===== src/rtl/c16_mmio_pkg.sv =====
// Shared types and constants for the c16 upper-half MMIO controller.
// The region map, input-block offsets and write-FIFO entry layout are defined here.
package c16_mmio_pkg;

  localparam logic [1:0] RGN_VID = 2'b00;
  localparam logic [1:0] RGN_SND = 2'b01;
  localparam logic [1:0] RGN_IN  = 2'b10;
  localparam logic [1:0] RGN_RSV = 2'b11;

  localparam logic [1:0] IN_KEY  = 2'd0;
  localparam logic [1:0] IN_SW   = 2'd1;
  localparam logic [1:0] IN_PEND = 2'd2;
  localparam logic [1:0] IN_MASK = 2'd3;

  typedef enum logic {
    TGT_VID = 1'b0,
    TGT_SND = 1'b1
  } tgt_e;

  typedef struct packed {
    tgt_e        target;
    logic [1:0]  param;
    logic [10:0] index;
    logic [15:0] val;
  } wr_entry_t;

  localparam int ENTRY_W = $bits(wr_entry_t);

  typedef enum logic {
    S_IDLE = 1'b0,
    S_RESP = 1'b1
  } req_state_e;

  // Splits a video/sound word address into its write-port fields.
  function automatic wr_entry_t make_entry(input logic [15:0] addr,
                                           input logic [15:0] data);
    wr_entry_t e;
    e.target = (addr[14:13] == RGN_SND) ? TGT_SND : TGT_VID;
    e.param  = addr[12:11];
    e.index  = addr[10:0];
    e.val    = data;
    return e;
  endfunction

endpackage


===== src/rtl/c16_mmio_fifo.sv =====
// Synchronous FIFO with extra-MSB pointers (full = MSBs differ, rest equal).
// The head entry is visible combinationally whenever the FIFO is non-empty.
module c16_mmio_fifo
  import c16_mmio_pkg::*;
#(
  parameter int WIDTH = ENTRY_W,
  parameter int DEPTH = 4
) (
  input  logic             clk,
  input  logic             reset,
  input  logic             push,
  input  logic [WIDTH-1:0] push_data,
  input  logic             pop,
  output logic [WIDTH-1:0] head,
  output logic             full,
  output logic             empty
);

  localparam int AW = $clog2(DEPTH);
  localparam int PW = AW + 1;

  logic [PW-1:0]    wr_ptr_q, wr_ptr_d;
  logic [PW-1:0]    rd_ptr_q, rd_ptr_d;
  logic [WIDTH-1:0] mem_q [DEPTH];
  logic             do_push;
  logic             do_pop;

  assign full  = (wr_ptr_q[PW-1] != rd_ptr_q[PW-1]) &&
                 (wr_ptr_q[AW-1:0] == rd_ptr_q[AW-1:0]);
  assign empty = (wr_ptr_q == rd_ptr_q);

  // A push while full is refused even if a pop happens in the same cycle.
  assign do_push = push && !full;
  assign do_pop  = pop && !empty;

  always_comb begin
    // NOTE: every always_comb output gets a default first so no latch is inferred.
    wr_ptr_d = wr_ptr_q;
    rd_ptr_d = rd_ptr_q;
    if (do_push) wr_ptr_d = wr_ptr_q + PW'(1);
    if (do_pop)  rd_ptr_d = rd_ptr_q + PW'(1);
  end

  // NOTE: sequential state uses non-blocking assignments so all flops update together.
  always_ff @(posedge clk) begin
    if (reset) begin
      wr_ptr_q <= '0;
      rd_ptr_q <= '0;
    end else begin
      wr_ptr_q <= wr_ptr_d;
      rd_ptr_q <= rd_ptr_d;
    end
  end

  // NOTE: the storage array is not reset; the pointers alone decide which entries are valid.
  always_ff @(posedge clk) begin
    if (do_push) mem_q[wr_ptr_q[AW-1:0]] <= push_data;
  end

  assign head = mem_q[rd_ptr_q[AW-1:0]];

endmodule


===== src/rtl/c16_mmio_ctrl.sv =====
// c16 MMIO controller for 0x8000-0xFFFF: request FSM, region decode, buffered
// video/sound stores, key/switch reads and the masked key-press interrupt.
module c16_mmio_ctrl
  import c16_mmio_pkg::*;
#(
  parameter int FIFO_DEPTH = 4,
  parameter int KEY_W      = 4,
  parameter int SW_W       = 10
) (
  input  logic              clk,
  input  logic              reset,
  input  logic              req_valid,
  input  logic              req_we,
  input  logic [15:0]       req_addr,
  input  logic [15:0]       req_wdata,
  output logic              req_ready,
  output logic              rsp_valid,
  output logic [15:0]       rsp_rdata,
  input  logic [KEY_W-1:0]  key,
  input  logic [SW_W-1:0]   sw,
  output logic              snd_wen,
  output logic              vid_wen,
  output logic [1:0]        w_param,
  output logic [10:0]       w_index,
  output logic [15:0]       w_val,
  output logic              int_trig,
  input  logic              int_ack
);

  req_state_e        state_q, state_d;
  logic [KEY_W-1:0]  key_s1_q, key_s1_d;
  logic [KEY_W-1:0]  key_s2_q, key_s2_d;
  logic [KEY_W-1:0]  key_prev_q, key_prev_d;
  logic [SW_W-1:0]   sw_s1_q, sw_s1_d;
  logic [SW_W-1:0]   sw_s2_q, sw_s2_d;
  logic [KEY_W-1:0]  pending_q, pending_d;
  logic [KEY_W-1:0]  mask_q, mask_d;
  logic              int_trig_q, int_trig_d;
  logic [15:0]       rsp_rdata_q, rsp_rdata_d;

  logic [1:0]        rgn;
  logic [1:0]        in_off;
  logic              accept;
  logic              acc_load;
  logic              acc_store;
  logic              fifo_push;
  logic              fifo_full;
  logic              fifo_empty;
  logic              drain;
  wr_entry_t         push_entry;
  logic [ENTRY_W-1:0] head_bits;
  wr_entry_t         head_entry;
  logic [KEY_W-1:0]  key_state;
  logic [KEY_W-1:0]  key_edge;
  logic              pend_clear;
  logic [15:0]       load_data;
  logic              unused_addr_msb;

  assign unused_addr_msb = req_addr[15];

  assign rgn       = req_addr[14:13];
  assign in_off    = req_addr[1:0];
  assign req_ready = (state_q == S_IDLE) && !fifo_full && !reset;
  assign accept    = req_valid && req_ready;
  assign acc_load  = accept && !req_we;
  assign acc_store = accept && req_we;

  assign fifo_push  = acc_store && ((rgn == RGN_VID) || (rgn == RGN_SND));
  assign push_entry = make_entry(req_addr, req_wdata);

  c16_mmio_fifo #(
    .WIDTH (ENTRY_W),
    .DEPTH (FIFO_DEPTH)
  ) u_fifo (
    .clk       (clk),
    .reset     (reset),
    .push      (fifo_push),
    .push_data (push_entry),
    .pop       (!fifo_empty),
    .head      (head_bits),
    .full      (fifo_full),
    .empty     (fifo_empty)
  );

  // The head entry is popped the cycle it is presented, so each strobe lasts one cycle.
  assign head_entry = wr_entry_t'(head_bits);
  assign drain      = !fifo_empty && !reset;
  assign vid_wen    = drain && (head_entry.target == TGT_VID);
  assign snd_wen    = drain && (head_entry.target == TGT_SND);
  assign w_param    = drain ? head_entry.param : '0;
  assign w_index    = drain ? head_entry.index : '0;
  assign w_val      = drain ? head_entry.val   : '0;

  assign key_state  = ~key_s2_q;
  assign key_edge   = key_prev_q & ~key_s2_q;
  assign pend_clear = int_ack ||
                      (acc_load && (rgn == RGN_IN) && (in_off == IN_PEND));

  always_comb begin
    load_data = '0;
    if (rgn == RGN_IN) begin
      case (in_off)
        IN_KEY:  load_data = 16'(key_state);
        IN_SW:   load_data = 16'(sw_s2_q);
        IN_PEND: load_data = 16'(pending_q);
        IN_MASK: load_data = 16'(mask_q);
        default: load_data = '0;
      endcase
    end
  end

  always_comb begin
    state_d     = state_q;
    key_s1_d    = key;
    key_s2_d    = key_s1_q;
    key_prev_d  = key_s2_q;
    sw_s1_d     = sw;
    sw_s2_d     = sw_s1_q;
    mask_d      = mask_q;
    rsp_rdata_d = '0;

    case (state_q)
      S_IDLE:  if (acc_load) state_d = S_RESP;
      S_RESP:  state_d = S_IDLE;
      default: state_d = S_IDLE;
    endcase

    if (acc_load) rsp_rdata_d = load_data;

    if (acc_store && (rgn == RGN_IN) && (in_off == IN_MASK))
      mask_d = req_wdata[KEY_W-1:0];

    // A press edge arriving with a clear wins for its own bit.
    pending_d  = (pending_q & ~{KEY_W{pend_clear}}) | key_edge;
    int_trig_d = |(pending_d & mask_d);
  end

  always_ff @(posedge clk) begin
    if (reset) begin
      state_q     <= S_IDLE;
      key_s1_q    <= '1;
      key_s2_q    <= '1;
      key_prev_q  <= '1;
      sw_s1_q     <= '1;
      sw_s2_q     <= '1;
      pending_q   <= '0;
      mask_q      <= '0;
      int_trig_q  <= 1'b0;
      rsp_rdata_q <= '0;
    end else begin
      state_q     <= state_d;
      key_s1_q    <= key_s1_d;
      key_s2_q    <= key_s2_d;
      key_prev_q  <= key_prev_d;
      sw_s1_q     <= sw_s1_d;
      sw_s2_q     <= sw_s2_d;
      pending_q   <= pending_d;
      mask_q      <= mask_d;
      int_trig_q  <= int_trig_d;
      rsp_rdata_q <= rsp_rdata_d;
    end
  end

  assign rsp_valid = (state_q == S_RESP);
  assign rsp_rdata = rsp_rdata_q;
  assign int_trig  = int_trig_q;

endmodule


===== config.mk =====
export PLATFORM = sky130hd
export DESIGN_NAME = c16_mmio_ctrl
export DESIGN_NICKNAME = d
export VERILOG_FILES = /design/src/rtl/c16_mmio_pkg.sv /design/src/rtl/c16_mmio_fifo.sv /design/src/rtl/c16_mmio_ctrl.sv
export SDC_FILE = /design/constraint.sdc
export NUM_CORES = 1
export LEC_CHECK = 0
export BUFFER_PORTS_ARGS = -buffer_cell sky130_fd_sc_hd__buf_2
export CORE_AREA = 2 2 110 112
export DETAILED_ROUTE_END_ITERATION = 8
export DIE_AREA = 0 0 112 114
export PLACE_DENSITY = 0.91
export SETUP_SLACK_MARGIN = 0.02
export SYNTH_ARGS = -nofsm -noshare
export SYNTH_HDL_FRONTEND = slang
export SYNTH_HIERARCHICAL = 1
export SYNTH_SLANG_ARGS = --single-unit

===== constraint.sdc =====
create_clock -name clk -period 9.9 [get_ports clk]
set_input_delay 2.97 -clock clk [delete_from_list [all_inputs] [get_ports clk]]
set_output_delay 2.97 -clock clk [all_outputs]
set_load 0.01 [all_outputs]

==> results of run 1 <==
==> final cells by class <==
type	count	area, um2
Tap cell	147	184
Sequential cell	180	4810
Fill cell	760	3650
Multi-Input combinational cell	219	1950
Timing Repair Buffer	97	495
Clock buffer	18	429
Clock inverter	14	149
Inverter	11	41.3
==> worst max-delay path: stages <==
cell and delay, ps:
buf_2 360, nor2_2 950, and2_1 270, buf_2 140
==> cells by family after synthesis <==
kind of cell,Yosys count,share of synthesized area
simple gates,124,0.110
compound gates,44,0.0467
xor+xnor,6,0.00760
mux,34,0.103
other cells,1,0.000542
flops,180,0.695
fa+ha+maj,5,0.00905
buf+inv,37,0.0282
==> worst paths after layout <==
path              cells after the start                            end
setup reg to reg                      7  u_fifo/mem_q[3][13]$_DFFE_PP_
hold reg to reg                       1          sw_s2_q[5]$_SDFF_PP1_
hold / removal                        1          sw_s2_q[5]$_SDFF_PP1_
setup / recovery                      4                     w_index[5]
==> cells in the mapped netlist, types with 2 or more instances <==
master and number:
mux2i_1 4, nand2_1 5, a21oi_1 6, ha_1 5, xnor2_1 3, nor2b_1 4, mux4_2 30, a2bb2o_1 4
nor3b_1 4, and2_1 39, o31ai_1 4, a41oi_1 3, or2_2 32, nand3_1 3, o211ai_1 5, inv_1 10
edfxtp_1 120, a31oi_1 4, nor3_1 3, nor2_1 17, a311oi_1 4, o21ai_0 4, a211oi_1 8, dfxtp_1 60
buf_2 3, clkbuf_1 12, buf_4 6, buf_6 2, xor2_1 3, nand4_1 7
==> sequential cells by signal, indices dropped and copies added (netlist names), named ones only <==
signal / cells
int_trig: 1
key_prev_d: 4
key_prev_q: 4
key_s1_q: 4
mask_q: 4
pending_q: 4
rsp_rdata: 10
rsp_valid: 1
sw_s1_q: 10
sw_s2_q: 10
u_fifo/mem_q: 120
u_fifo/rd_ptr_q: 3
u_fifo/wr_ptr_q: 3
==> power by group <==
part / total, mW / leakage (nW) / internal, mW / switching, mW
Clock: 0.649 / 0.272 / 0.374 / 0.275
Combinational: 0.183 / 1.07 / 0.103 / 0.0805
Sequential: 0.852 / 1.57 / 0.814 / 0.0373
Total: 1.68 / 2.92 / 1.29 / 0.393
==> per-layer routing <==
| layer | vias to the layer above | track usage | wire (um) |
|---|---|---|---|
| met4 | 0 | 0.0740 | 165 |
| li1 | 1809 | - | - |
| met3 | 15 | 0.0622 | 957 |
| met1 | 1858 | 0.249 | 4870 |
| met2 | 177 | 0.365 | 6570 |
| met5 | - | 0 | 0 |
==> stage by stage <==
step / hold slack, ps / power (mW)
2_1_floorplan: 389 / 0.996
3_3_place_gp: 391 / 1.04
3_5_place_dp: 395 / 1.05
4_1_cts: 410 / 1.70
5_1_grt: 423 / 1.75
6_report: 408 / 1.68
==> flow_summary.json, run 1 <==
{
  "antenna_found_initial": 0,
  "cts_made_buffers": 17,
  "grt_pass1_vias": 3994,
  "drc": 0,
  "grt_pass1_wl_um": 20100,
  "hold_viol": 0,
  "clk_pin_slew_ps": 60,
  "dp_slack_ps": 2170,
  "layout_common_cells": "edfxtp_1, buf_2, dfxtp_1",
  "irDropWorstVdd_uv": 152,
  "grt_max_degree": 57,
  "cts.sinks": 180,
  "h-tree-depth": 4,
  "routed_via_density": 5.63,
  "drtAntennaViolNets": 0,
  "cts_tree": "done",
  "dieHeight_um": 114,
  "synthArstFlopShare": 0,
  "status": "complete, no violations",
  "yosys_warnings": 6,
  "ys_ff_latch": 180,
  "hpwl_um": 7750,
  "overflow": 0,
  "vias": 3859,
  "core_area_um2": 11700,
  "crit_path_max_fanout": 56,
  "period_needed_ps": 7680,
  "drv_cap": 0,
  "routabilityCongestion": 0.822,
  "utilization": 0.688,
  "max_freq_ghz": 0.130,
  "placementRows": 40,
  "syn_avg_cell_area_um2": 16.0,
  "final_common_cell": "edfxtp_1",
  "setup_slack_ps": 2220,
  "placed_cells": 654,
  "cp.required_ps": 6930,
  "cts_resized": 0,
  "setup_viol": 0,
  "total_leakage_power_nw": 2.92,
  "hp-class": "flop to flop",
  "grt_usage": 0.209,
  "crit_type": "input port to primary output",
  "cts_root_buf": "clkbuf_16",
  "netlist_top_cells_area": "edfxtp_1, dfxtp_1, mux4_2, and2_1, or2_2",
  "critical_path_arrival_ps": 4710,
  "yosysUniqueCellTypes": 47,
  "skew_ps": 7.79,
  "ys.flop_type": "edfxtp_1",
  "drt_iter0_markers": 355,
  "post_drt_wl_per_cell_um": 18.3,
  "synth_edf_count": 120,
  "syn_area_um2": 6920,
  "portBuffers": 93,
  "wl_um": 12600,
  "synth_top_area_frac": 0.521,
  "holdCritStartpoint": "sw_s1_q[5]$_SDFF_PP1_",
  "syn_inst": 431,
  "dieArea_um2": 12800,
  "start_util": 0.590,
  "first_pass_iters": 5,
  "yosysSeqAreaShare": 0.695,
  "cp-startpoint": "reset",
  "yosys.area.top_type": "edfxtp_1",
  "crit_path_end_kind": "primary output",
  "worst_slew_pin_slew_ps": 1190,
  "io_pins": 101,
  "synthToLayoutAreaGrowth_pct": 16.5,
  "fin_crit_sh": 0.776,
  "fin_setup_tns_ps": 0,
  "reg2reg_from": "u_fifo/wr_ptr_q[1]$_SDFFE_PP0P_",
  "antennaDiodeCount": 0,
  "start_kind": "input port",
  "die_width_um": 112,
  "hold_buffers": 0,
  "slew_headroom": 0.207,
  "nets": 582,
  "drive_gt1_frac": 0.362,
  "clock_path_buffers": 2,
  "final_area_um2": 8060,
  "postCtsSetupBuffers": 0,
  "power_density_nw_per_um2": 209,
  "final_cells": 686,
  "place_area_um2": 7480,
  "rsz0062_at_grt": "false",
  "final_max_slew_viol_count": 0,
  "clk_latency_ps": 420,
  "reg2reg_slack_ps": 5850
}
Power figures use the tool's default switching activity.
==> run 2: changes to the inputs <==
CORE_AREA = 2 2 120 122   (was 2 2 110 112)
DIE_AREA = 0 0 122 124   (was 0 0 112 114)
PLACE_DENSITY = 0.82   (was 0.91)
clock period = 6.8 ns   (was 9.9 ns; I/O delays follow)
==> run 2 against run 1 <==
Setup slack got worse by 870 ps. Register-to-register slack worse by 3100 ps. Clock power rose by 49%. Power increased by 47%. Worst hold slack improved by 0.86 ps. Highest routed layer unchanged.
==> flow_summary.json, run 2 (synthesis gave the netlist of run 1 again) <==
{
  "status": "complete, no violations",
  "design_power_total_mw": 2.47,
  "clk_latency_ps": 420,
  "drc": 0,
  "hold_buffers": 0,
  "layout_common_cells": "edfxtp_1, buf_2, dfxtp_1",
  "antenna_found_initial": 0,
  "drtAntennaViolNets": 0,
  "dieHeight_um": 124,
  "max_freq_ghz": 0.183,
  "start_kind": "input port",
  "rsz0062_at_grt": "false",
  "multi_input_area_um2": 1950,
  "io_pins": 101,
  "cts_made_buffers": 17,
  "num-fill-cells": 1038,
  "cts_tree": "done",
  "start_util": 0.504,
  "final_common_cell": "edfxtp_1",
  "crit_path_end_kind": "primary output",
  "final_max_slew_viol_count": 0,
  "drt_iter0_markers": 343,
  "ff_latch_area_um2": 4810,
  "h-tree-depth": 4,
  "largest_register_ffs": 120,
  "holdCritStartpoint": "key_s1_q[0]$_SDFF_PP1_",
  "antennaDiodeCount": 0,
  "first_pass_iters": 4,
  "reg2reg_slack_ps": 2730,
  "crit_type": "input port to primary output",
  "power_density_nw_per_um2": 304,
  "nets": 585,
  "routed_via_density": 5.31,
  "clk_pin_slew_ps": 60,
  "grt_max_degree": 56,
  "critical_path_arrival_ps": 3410,
  "setup_viol": 0,
  "clock_path_buffers": 2,
  "dp_slack_ps": 1270,
  "cp.required_ps": 4760,
  "core_area_um2": 13700,
  "routabilityCongestion": 0.768,
  "worst_slew_pin_slew_ps": 1060,
  "irDropWorstVdd_uv": 166,
  "overflow": 0,
  "post_drt_wl_per_cell_um": 17.3,
  "rr_worst_depth": 9,
  "vias": 3831,
  "portBuffers": 93,
  "skew_ps": 9.28,
  "holdPathEnd": "key_prev_d[0]$_SDFF_PP1_",
  "grt_pass1_vias": 3936,
  "total_leakage_power_nw": 2.94,
  "cts.sinks": 180,
  "reg2reg_from": "u_fifo/wr_ptr_q[1]$_SDFFE_PP0P_",
  "utilization": 0.593,
  "drive_gt1_frac": 0.365,
  "fin_crit_sh": 0.802,
  "placementRows": 43,
  "grt_usage": 0.177,
  "slew_headroom": 0.290,
  "synthToLayoutAreaGrowth_pct": 17.7,
  "fin_setup_tns_ps": 0,
  "period_needed_ps": 5450,
  "dieArea_um2": 15100,
  "cts_root_buf": "clkbuf_16",
  "postCtsSetupBuffers": 0,
  "cts_resized": 0,
  "holdPathStages": 1,
  "setup_slack_ps": 1350,
  "wl_um": 12500,
  "die_width_um": 122,
  "grt_pass1_wl_um": 19700,
  "r2r_end": "u_fifo/mem_q[2][21]$_DFFE_PP_",
  "crit_path_max_fanout": 26,
  "hpwl_um": 7860,
  "drv_cap": 0,
  "hold_viol": 0,
  "hp-class": "flop to flop"
}
## run 2: cell types whose count changed in the layout (fill, tap and decap cells not counted)
cell / delta
clkbuf_8: +3
buf_4: +3
clkinvlp_4: -1
inv_6: -2
## run 2: metrics by stage
step / std cells / hold slack [ps] / area, um2
2_1_floorplan: 436 / 389 / 6930
3_5_place_dp: 690 / 396 / 7540
4_1_cts: 722 / 408 / 8140
5_1_grt: 722 / 418 / 8140
6_report: 722 / 409 / 8140
3_3_place_gp: 690 / 390 / 7540
## run 2: how the worst max path moves through the flow
stage                from                      endpoint  slack [ps]  depth (start not counted)
floorplan           reset  u_fifo/mem_q[3][0]$_DFFE_PP_        1510                          6
global placement    reset                    w_index[2]        1310                          5
detailed placement  reset                   w_index[10]        1270                          5
CTS                 reset                   w_index[10]        1260                          5
global route        reset                    w_index[8]        1200                          5
finish              reset                   w_index[10]        1350                          5
## run 2: metal layers
metal / wire length (um) / track usage / vias to the layer above
met1: 4930 / 0.213 / 1868
met4: 194 / 0.0769 / 0
met5: 0 / 0 / -
li1: - / - / 1806
met3: 914 / 0.0490 / 17
met2: 6480 / 0.299 / 140
## run 2: layout make-up
class / instances / share of cell area
Sequential cell: 180 / 0.591
Multi-Input combinational cell: 219 / 0.240
Timing Repair Buffer: 100 / 0.0637
Clock buffer: 21 / 0.0578
Tap cell: 180 / 0.0277
Clock inverter: 11 / 0.0152
Inverter: 11 / 0.00507
## run 2: power by group
part	internal (mW)	switching, mW	leakage (nW)
Clock	0.572	0.393	0.284
Combinational	0.152	0.116	1.09
Sequential	1.19	0.0538	1.57
Total	1.91	0.562	2.94
## run 2: worst max-delay path, stage by stage
cell,delay (ps)
buf_2,120
nor2_2,750
buf_4,260
and2_1,120
buf_2,120
